## src/rtl/fifo_pkg.sv

```systemverilog
// Shared sizing defaults and pointer/count width helpers for fifo_cond.
package fifo_pkg;

    localparam int DATA_W_DEF = 10;
    localparam int DEPTH_DEF  = 8;

    function automatic int ptr_w(input int depth);
        return $clog2(depth);
    endfunction

    // One extra bit so the count can represent a completely full FIFO.
    function automatic int cnt_w(input int depth);
        return $clog2(depth) + 1;
    endfunction

endpackage

```

## src/rtl/memoria_dp.sv

```systemverilog
// DEPTH x DATA_W register array: synchronous write port, registered read port.
// Read data appears one cycle after rd_en and holds until the next read.
// No flow control here; the owner guarantees valid enables and addresses.
module memoria_dp
    import fifo_pkg::*;
#(
    parameter int DATA_W = DATA_W_DEF,
    parameter int DEPTH  = DEPTH_DEF
) (
    input  logic                     clk,
    input  logic                     rst,
    input  logic                     wr_en,
    input  logic [ptr_w(DEPTH)-1:0]  wr_addr,
    input  logic [DATA_W-1:0]        wr_data,
    input  logic                     rd_en,
    input  logic [ptr_w(DEPTH)-1:0]  rd_addr,
    output logic [DATA_W-1:0]        rd_data
);

    logic [DATA_W-1:0] mem [DEPTH];
    logic [DATA_W-1:0] rd_data_q;

    // Storage is deliberately left out of reset.
    always_ff @(posedge clk) begin
        if (wr_en) begin
            mem[wr_addr] <= wr_data;
        end
    end

    always_ff @(posedge clk or posedge rst) begin
        if (rst) begin
            rd_data_q <= '0;
        end else if (rd_en) begin
            rd_data_q <= mem[rd_addr];
        end
    end

    assign rd_data = rd_data_q;

endmodule

```

## src/rtl/fifo_cond.sv

```systemverilog
// Single-clock FIFO with count/threshold flags; FIFO_ERR_EN enables sticky error.
// Push-to-pop latency one cycle; data_out registered, valid the cycle after a pop.
// Push while full and pop while empty are dropped with no state change.
module fifo_cond
    import fifo_pkg::*;
#(
    parameter int DATA_W    = DATA_W_DEF,
    parameter int DEPTH     = DEPTH_DEF,
    parameter int ALM_FULL  = 6,
    parameter int ALM_EMPTY = 2
) (
    input  logic                     clk,
    input  logic                     rst,
    input  logic                     push,
    input  logic [DATA_W-1:0]        data_in,
    input  logic                     pop,
    output logic [DATA_W-1:0]        data_out,
    output logic [cnt_w(DEPTH)-1:0]  count,
    output logic                     empty,
    output logic                     full,
    output logic                     alm_full,
    output logic                     alm_empty,
    output logic                     error
);

    localparam int PTR_W = ptr_w(DEPTH);
    localparam int CNT_W = cnt_w(DEPTH);

    logic [PTR_W-1:0] wr_ptr_q, wr_ptr_d;
    logic [PTR_W-1:0] rd_ptr_q, rd_ptr_d;
    logic [CNT_W-1:0] count_q, count_d;
    logic             push_ok, pop_ok;

    assign push_ok = push && (count_q < CNT_W'(DEPTH));
    assign pop_ok  = pop  && (count_q != '0);

    // DEPTH is a power of two, so pointer wrap is the natural overflow.
    always_comb begin
        wr_ptr_d = wr_ptr_q;
        rd_ptr_d = rd_ptr_q;
        count_d  = count_q;
        if (push_ok) begin
            wr_ptr_d = wr_ptr_q + PTR_W'(1);
        end
        if (pop_ok) begin
            rd_ptr_d = rd_ptr_q + PTR_W'(1);
        end
        case ({push_ok, pop_ok})
            2'b10:   count_d = count_q + CNT_W'(1);
            2'b01:   count_d = count_q - CNT_W'(1);
            default: count_d = count_q;
        endcase
    end

    always_ff @(posedge clk or posedge rst) begin
        if (rst) begin
            wr_ptr_q <= '0;
            rd_ptr_q <= '0;
            count_q  <= '0;
        end else begin
            wr_ptr_q <= wr_ptr_d;
            rd_ptr_q <= rd_ptr_d;
            count_q  <= count_d;
        end
    end

    memoria_dp #(
        .DATA_W (DATA_W),
        .DEPTH  (DEPTH)
    ) u_mem (
        .clk     (clk),
        .rst     (rst),
        .wr_en   (push_ok),
        .wr_addr (wr_ptr_q),
        .wr_data (data_in),
        .rd_en   (pop_ok),
        .rd_addr (rd_ptr_q),
        .rd_data (data_out)
    );

    assign count     = count_q;
    assign empty     = (count_q == '0);
    assign full      = (count_q == CNT_W'(DEPTH));
    assign alm_full  = (count_q >= CNT_W'(ALM_FULL));
    assign alm_empty = (count_q <= CNT_W'(ALM_EMPTY));

`ifdef FIFO_ERR_EN
    logic error_q, error_d;

    // Judged on the pre-edge state: push into full or pop from empty.
    always_comb begin
        error_d = error_q | (push && full) | (pop && empty);
    end

    always_ff @(posedge clk or posedge rst) begin
        if (rst) begin
            error_q <= 1'b0;
        end else begin
            error_q <= error_d;
        end
    end

    assign error = error_q;
`else
    assign error = 1'b0;
`endif

endmodule

```

## config.mk

```make
export PLATFORM = sky130hd
export DESIGN_NAME = fifo_cond
export DESIGN_NICKNAME = d
export VERILOG_FILES = /design/src/rtl/fifo_pkg.sv /design/src/rtl/memoria_dp.sv /design/src/rtl/fifo_cond.sv
export SDC_FILE = /design/constraint.sdc
export NUM_CORES = 1
export LEC_CHECK = 0
export BUFFER_PORTS_ARGS = -buffer_cell sky130_fd_sc_hd__buf_2
export CAP_MARGIN = 20
export CORE_MARGIN = 4
export CORE_UTILIZATION = 55
export CTS_CLUSTER_SIZE = 40
export DETAILED_ROUTE_END_ITERATION = 10
export GPL_TIMING_DRIVEN = 0
export PLACE_DENSITY = 0.74
export SYNTH_ARGS = -nofsm -noshare
export SYNTH_HDL_FRONTEND = slang
export SYNTH_SLANG_ARGS = --single-unit
```

## constraint.sdc

```tcl
create_clock -name clk -period 5.1 [get_ports clk]
set_clock_uncertainty 0.2 [all_clocks]
set_input_delay 0.51 -clock clk [delete_from_list [all_inputs] [get_ports clk]]
set_output_delay 0.51 -clock clk [all_outputs]
set_load 0.1 [all_outputs]
```

======== Yosys cells after proc, flatten, opt, wreduce, memory -nomap -nowiden ========
Memories as Yosys holds them, arrays and structs flattened. A register that Yosys moved wholly into a read port is not among the register bits.
Index checks and enable logic that the tools add are counted.
word-level totals
  bits in registers ....................... 10
  latch bits .............................. 0
  memory bits (writable) .................. 80
  memory bits (read-only) ................. 0
  word-level logic and storage cells ...... 22
  memories kept ........................... 1
memories
  memory     depth  width  rd ports  clocked after Yosys merged registers in  write ports  RTL line          text
  u_mem.mem  8      10     1         1                                        1            memoria_dp.sv:20  logic [DATA_W-1:0] mem [DEPTH];
cells by class
  $add $sub $neg .......................... 4
  multipliers ............................. 0
  div/mod/pow operators ................... 0
  $lt $le $gt $ge ......................... 3
  eq/ne operators ......................... 3
  shift-type cells ........................ 0
  multiplexer cells ....................... 3
  bitwise operators ....................... 0
  reductions and logical operators ........ 5
operators by type and width
  cell                                                                                 count
  4-bit case mux with 2 select lines                                                   1
  3-bit by 1-bit adder with 3-bit output, second input constant                        2
  4-bit by 1-bit adder with 4-bit output, second input constant                        1
  4-bit equality test, second input constant                                           1
  4-bit by 3-bit greater-or-equal comparator with 1-bit output, second input constant  1
  4-bit by 2-bit <= comparator with 1-bit output, second input constant                1
  4-bit zero test                                                                      1
  4-bit < comparator, second input constant                                            1
  4-bit nonzero test                                                                   1
  4-bit by 1-bit subtractor with 4-bit output, second input constant                   1
  2-bit by 1-bit equality test with 1-bit output, second input constant                1
  2-bit equality test, second input constant                                           1
  1-bit logical AND                                                                    2
  1-bit 2-to-1 mux                                                                     2
  2-bit nonzero test                                                                   1

======== Depth between registers and ports, before layout ========
  depth in word-level cells ............... 4
  gate-level depth with buffers ........... 9

======== Hierarchy ========
A second synthesis with hierarchy kept.
unflattened totals
  cells, all modules ...................... 271
  area, all modules ....................... 4242.8 µm²
modules (own cells, without submodules)
  module      times used  cells an instance  area an instance (µm²)  seq. area each (µm²)
  memoria_dp  1           209                3584.7                  2652.5
  fifo_cond   1           62                 658.1                   250.2

======== Worst setup path after synthesis ========
Ideal clock, no wire load.
  path type ............................... reg2out
  start point ............................. reg count_q[3] (netlist: count[3])
  end point ............................... out full
  data arrival time ....................... 4.363 ns
  required time ........................... 4.390 ns
  slack ................................... 0.027 ns
  cell stages (with the launch flop) ...... 3
  cell sequence ........................... dfrtp_1 -> buf_2 -> nor4b_1
between the ends
  longest elaborated chain between the ends .. 1
RTL lines
  element                 RTL line         text
  start, declared         fifo_cond.sv:31  logic [CNT_W-1:0] count_q, count_d;
  start signal, assigned  fifo_cond.sv:63  count_q <= count_d;
  4-bit equality test     fifo_cond.sv:83  assign full = (count_q == CNT_W'(DEPTH));
  end, declared           fifo_cond.sv:20  output logic full,
Every way passes these cells.

======== Final worst setup path ========
  start point ............................. reg count_q[1] (netlist: count[1])
  end point ............................... reg count_q[3] (netlist: count[3])
between the ends
  longest elaborated chain between the ends .. 4
  elaborated cells on any way between the ends .. 10
  those cells by class .................... 2 x add/sub; 1 x order compare; 2 x eq/ne; 1 x mux; 4 x reduce/logical
RTL lines
  element                                                                                RTL line         text
  4-bit nonzero test (*)                                                                 fifo_cond.sv:35  assign pop_ok = pop && (count_q != '0);
  1-bit logical AND (*)                                                                  fifo_cond.sv:35
  named net pop_ok                                                                       fifo_cond.sv:32  logic push_ok, pop_ok;
  2-bit by 1-bit equality test with 1-bit output or 2-bit equality test (tied branches)  fifo_cond.sv:48  case ({push_ok, pop_ok})
  4-bit case mux with 2 select lines or 2-bit nonzero test (tied branches)               n/a
The timed path passes the listed nets; every way through them passes the cells marked *.
A chain may end at the register's enable or synchronous reset.

==> summary.txt <==
Detailed routing
  – Drt initial violations: 136
  – Routed vias/inst: 5.524
  – Routed WL per cell: 17.57 µm
  – Via count: 2215
  – Final routed wirelength across all metal layers: 7.045 mm
  – Final ANT Viol Nets: 0
  – Drt first pass iters: 4
  – Detailed-route DRC error count: 0

STA
  – Final hold viol count: 0
  – Setup TNS: 0 ns
  – Final count of pins violating max slew: 0
  – Worst hold-check slack: 0.06683 ns
  – Slew HR: 38.36%
  – Least-Margin Pin Slew: 0.9212 ns
  – RSZ-0062 raised after global routing: false
  – Final critical-path share of the clock period: 56.70%
  – Min cycle time layout: 2.892 ns
  – Fmax achieved: 0.3458 GHz
  – Number of setup violations in the final report: 0

Finish
  – Commonest non-fill, non-tap cell in the layout: sky130_fd_sc_hd__edfxtp_1
  – Net total in the final layout: 317
  – Synth-to-layout area growth: 11.96%
  – Share of layout cells above drive strength 1: 29.80%
  – Highest-count cells in the layout ignoring fill and taps: 80 x sky130_fd_sc_hd__edfxtp_1, 34 x sky130_fd_sc_hd__buf_2, 21 x sky130_fd_sc_hd__mux2i_1, 21 x sky130_fd_sc_hd__mux2_2, 21 x sky130_fd_sc_hd__nand2_1
  – # diodes: 0
  – Layout Cell Area excl Fill: 4639 µm²

CTS
  – Clk Latency, worst-skew pair: 0.36 ns
  – CTS Hold Bufs: 0
  – Clock tree from TritonCTS: built
  – Total CTS buffers: 9
  – Clock root buffer: sky130_fd_sc_hd__clkbuf_8
  – H-tree lvl count: 3
  – Worst-case clock buffer depth: 2
  – Sink Count: 100
  – Clock transition time at the flip-flop clock pins of the worst setup and hold paths: 0.10 ns
  – Post-CTS setup buffer count: 0
  – Post-cts repair resize count: 0

Critical path
  – Startpoint-to-endpoint class of the critical path: reg2reg
  – Largest incremental delay on the critical path: 0.53 ns
  – Critical path cell sequence: o41ai_4 > inv_1 > ha_1 > ha_1 > a21o_1 > a2111oi_0 > nand4b_1 > nand3_1
  – Type of destination of the critical path: register
  – Data required time at the worst endpoint: 5.15 ns
  – Cell with the largest stage delay on the worst path: sky130_fd_sc_hd__o41ai_4
  – Crit Reg-Reg Startpoint: count[1]
  – Crit path max fanout: 8
  – Worst Path Arrival: 2.94 ns
  – Launching instance or port of the critical path: count[1]
  – Kind of launch point of the worst setup path: register
  – Cell mode on critical path: sky130_fd_sc_hd__ha_1

Hold path
  – Path category of the worst min-delay check: in2async

Global route
  – Total grt overflow: 0
  – Initial antenna violation count: 0
  – Global-route met1 utilization: 23.81%
  – Routing usage on met3: 3.347%
  – Wire length of the first global-routing pass: 11.15 mm
  – Global-route track usage on met2: 26.72%
  – Number of global-route vias before repair: 2216
  – Combined global-route utilization of all metal layers: 17.14%
  – Pin count of the biggest net entering global routing: 21
  – Busiest metal layer after global routing: met2

Die
  – Number of I/O pins: 33
  – Floorplan die height: 94.80 µm
  – Core Region: 7292 µm²
  – Total Die Area: 8987 µm²
  – Initial standard-cell utilization of the core: 56.83%
  – Number of rows created at floorplan: 31
  – Width of the die: 94.80 µm

Placed design
  – Final GP Congestion: 0.7584
  – Quantity of I/O buffers inserted on ports: 31
  – Area after DPL: 4433 µm²
  – HPWL after detailed placement: 4.812 mm

Synthesis
  – Gate count of the mapped netlist: 255
  – Syn avg cell area: 16.25 µm²
  – Number of warning messages in the yosys log: 0
  – Sequential cell area fraction in the yosys report: 70.05%
  – Library cells used by synthesis: 36
  – Number of flip-flops and latches in the synthesized netlist: 100
  – Mapped Nets: 275
  – Synth Cell Area: 4144 µm²

Status
  – Status: complete, no violations

Run
  – Max-cap violations: 0
[kinds of logic after synthesis]
logic type | synth area share (%)
flops | 70.05
simple gates | 4.891
mux | 10.78
compound gates | 7.609
buf+inv | 3.321
fa+ha+maj | 1.993
xor+xnor | 1.268
other cells | 0.09049
[synth_stat cells (all sizes together)]
cell	count	share of area [%]
a221o	10	2.4
mux2	21	5.7
inv	6	0.54
a2111oi	1	0.21
fa	1	0.48
nor2b	2	0.30
xor2	2	0.42
nand2	21	1.9
buf	11	2.6
a21oi	1	0.12
nand2b	4	0.60
nor3	3	0.36
o22ai	10	1.5
xnor2	4	0.85
nand3	2	0.24
or4	1	0.18
conb	1	0.090
nor4b	1	0.21
mux2i	21	5.1
dfrtp	20	12
nand4b	1	0.21
a21o	2	0.36
o41ai	1	0.66
o21ai	11	2.1
nor4	1	0.15
edfxtp	80	58
a211oi	1	0.18
ha	5	1.5
nor2	8	0.72
clkbuf	2	0.18
[flip-flops by register name, summed over array words and instances, names as in the netlist]
signal	flops
u_mem.rd_data	10
u_mem.mem	80
wr_ptr_q	3
rd_ptr_q	3
count	4
[worst paths after layout]
| check | cells after the start | endpoint | slack (ns) |
|---|---|---|---|
| max in group asynchronous | 2 | wr_ptr_q[1] | 4.16 |
| max reg2reg | 8 | count[3] | 2.21 |
| min in group clk | 1 | u_mem.mem[6][7] | 0.23 |
| max | 8 | count[3] | 2.21 |
| min | 2 | u_mem.rd_data[8] | 0.07 |
| min reg2reg | 2 | u_mem.rd_data[2] | 0.28 |
[critical path, delay by kind of cell, from the launching register on]
| kind | cells | cell delay (ns) |
|---|---|---|
| adders and majority gates | 2 | 0.56 |
| DFF | 1 | 0.50 |
| AOI/OAI and AO/OA | 3 | 1.14 |
| buffers and inverters | 1 | 0.14 |
| and+or+nand+nor | 2 | 0.24 |
[through the flow]
| step | setup WS (ns) | utilization, % | cells |
|---|---|---|---|
| after global routing | 2.052 | 63.62 | 401 |
| after floorplan | 0.02664 | - | 255 |
| after CTS | 2.185 | 63.62 | 401 |
| after detailed placement | 2.194 | 60.79 | 385 |
| final | 2.208 | 63.62 | 401 |
| after global placement | 2.101 | 60.66 | 385 |
[routing by layer]
layer | up-vias | part of all wire (%)
met5 | - | 0
met4 | 0 | 1.8
met3 | 13 | 5.8
met2 | 67 | 46
met1 | 1085 | 46
li1 | 1050 | -
[area by class of cell]
cell class              instances  area (µm²)
plain buffers                  13       115.1
clock buffers                   9       123.9
clock inverters                 7       82.58
fillers                       549        2653
inverters                       6       22.52
multi-input cells             136        1114
flip-flops and latches        100        2903
well taps                      99       123.9
repair buffers                 31       155.1
Power is not shown: default switching activity piles up to over one toggle a cycle in this logic, so the estimate is an artifact.
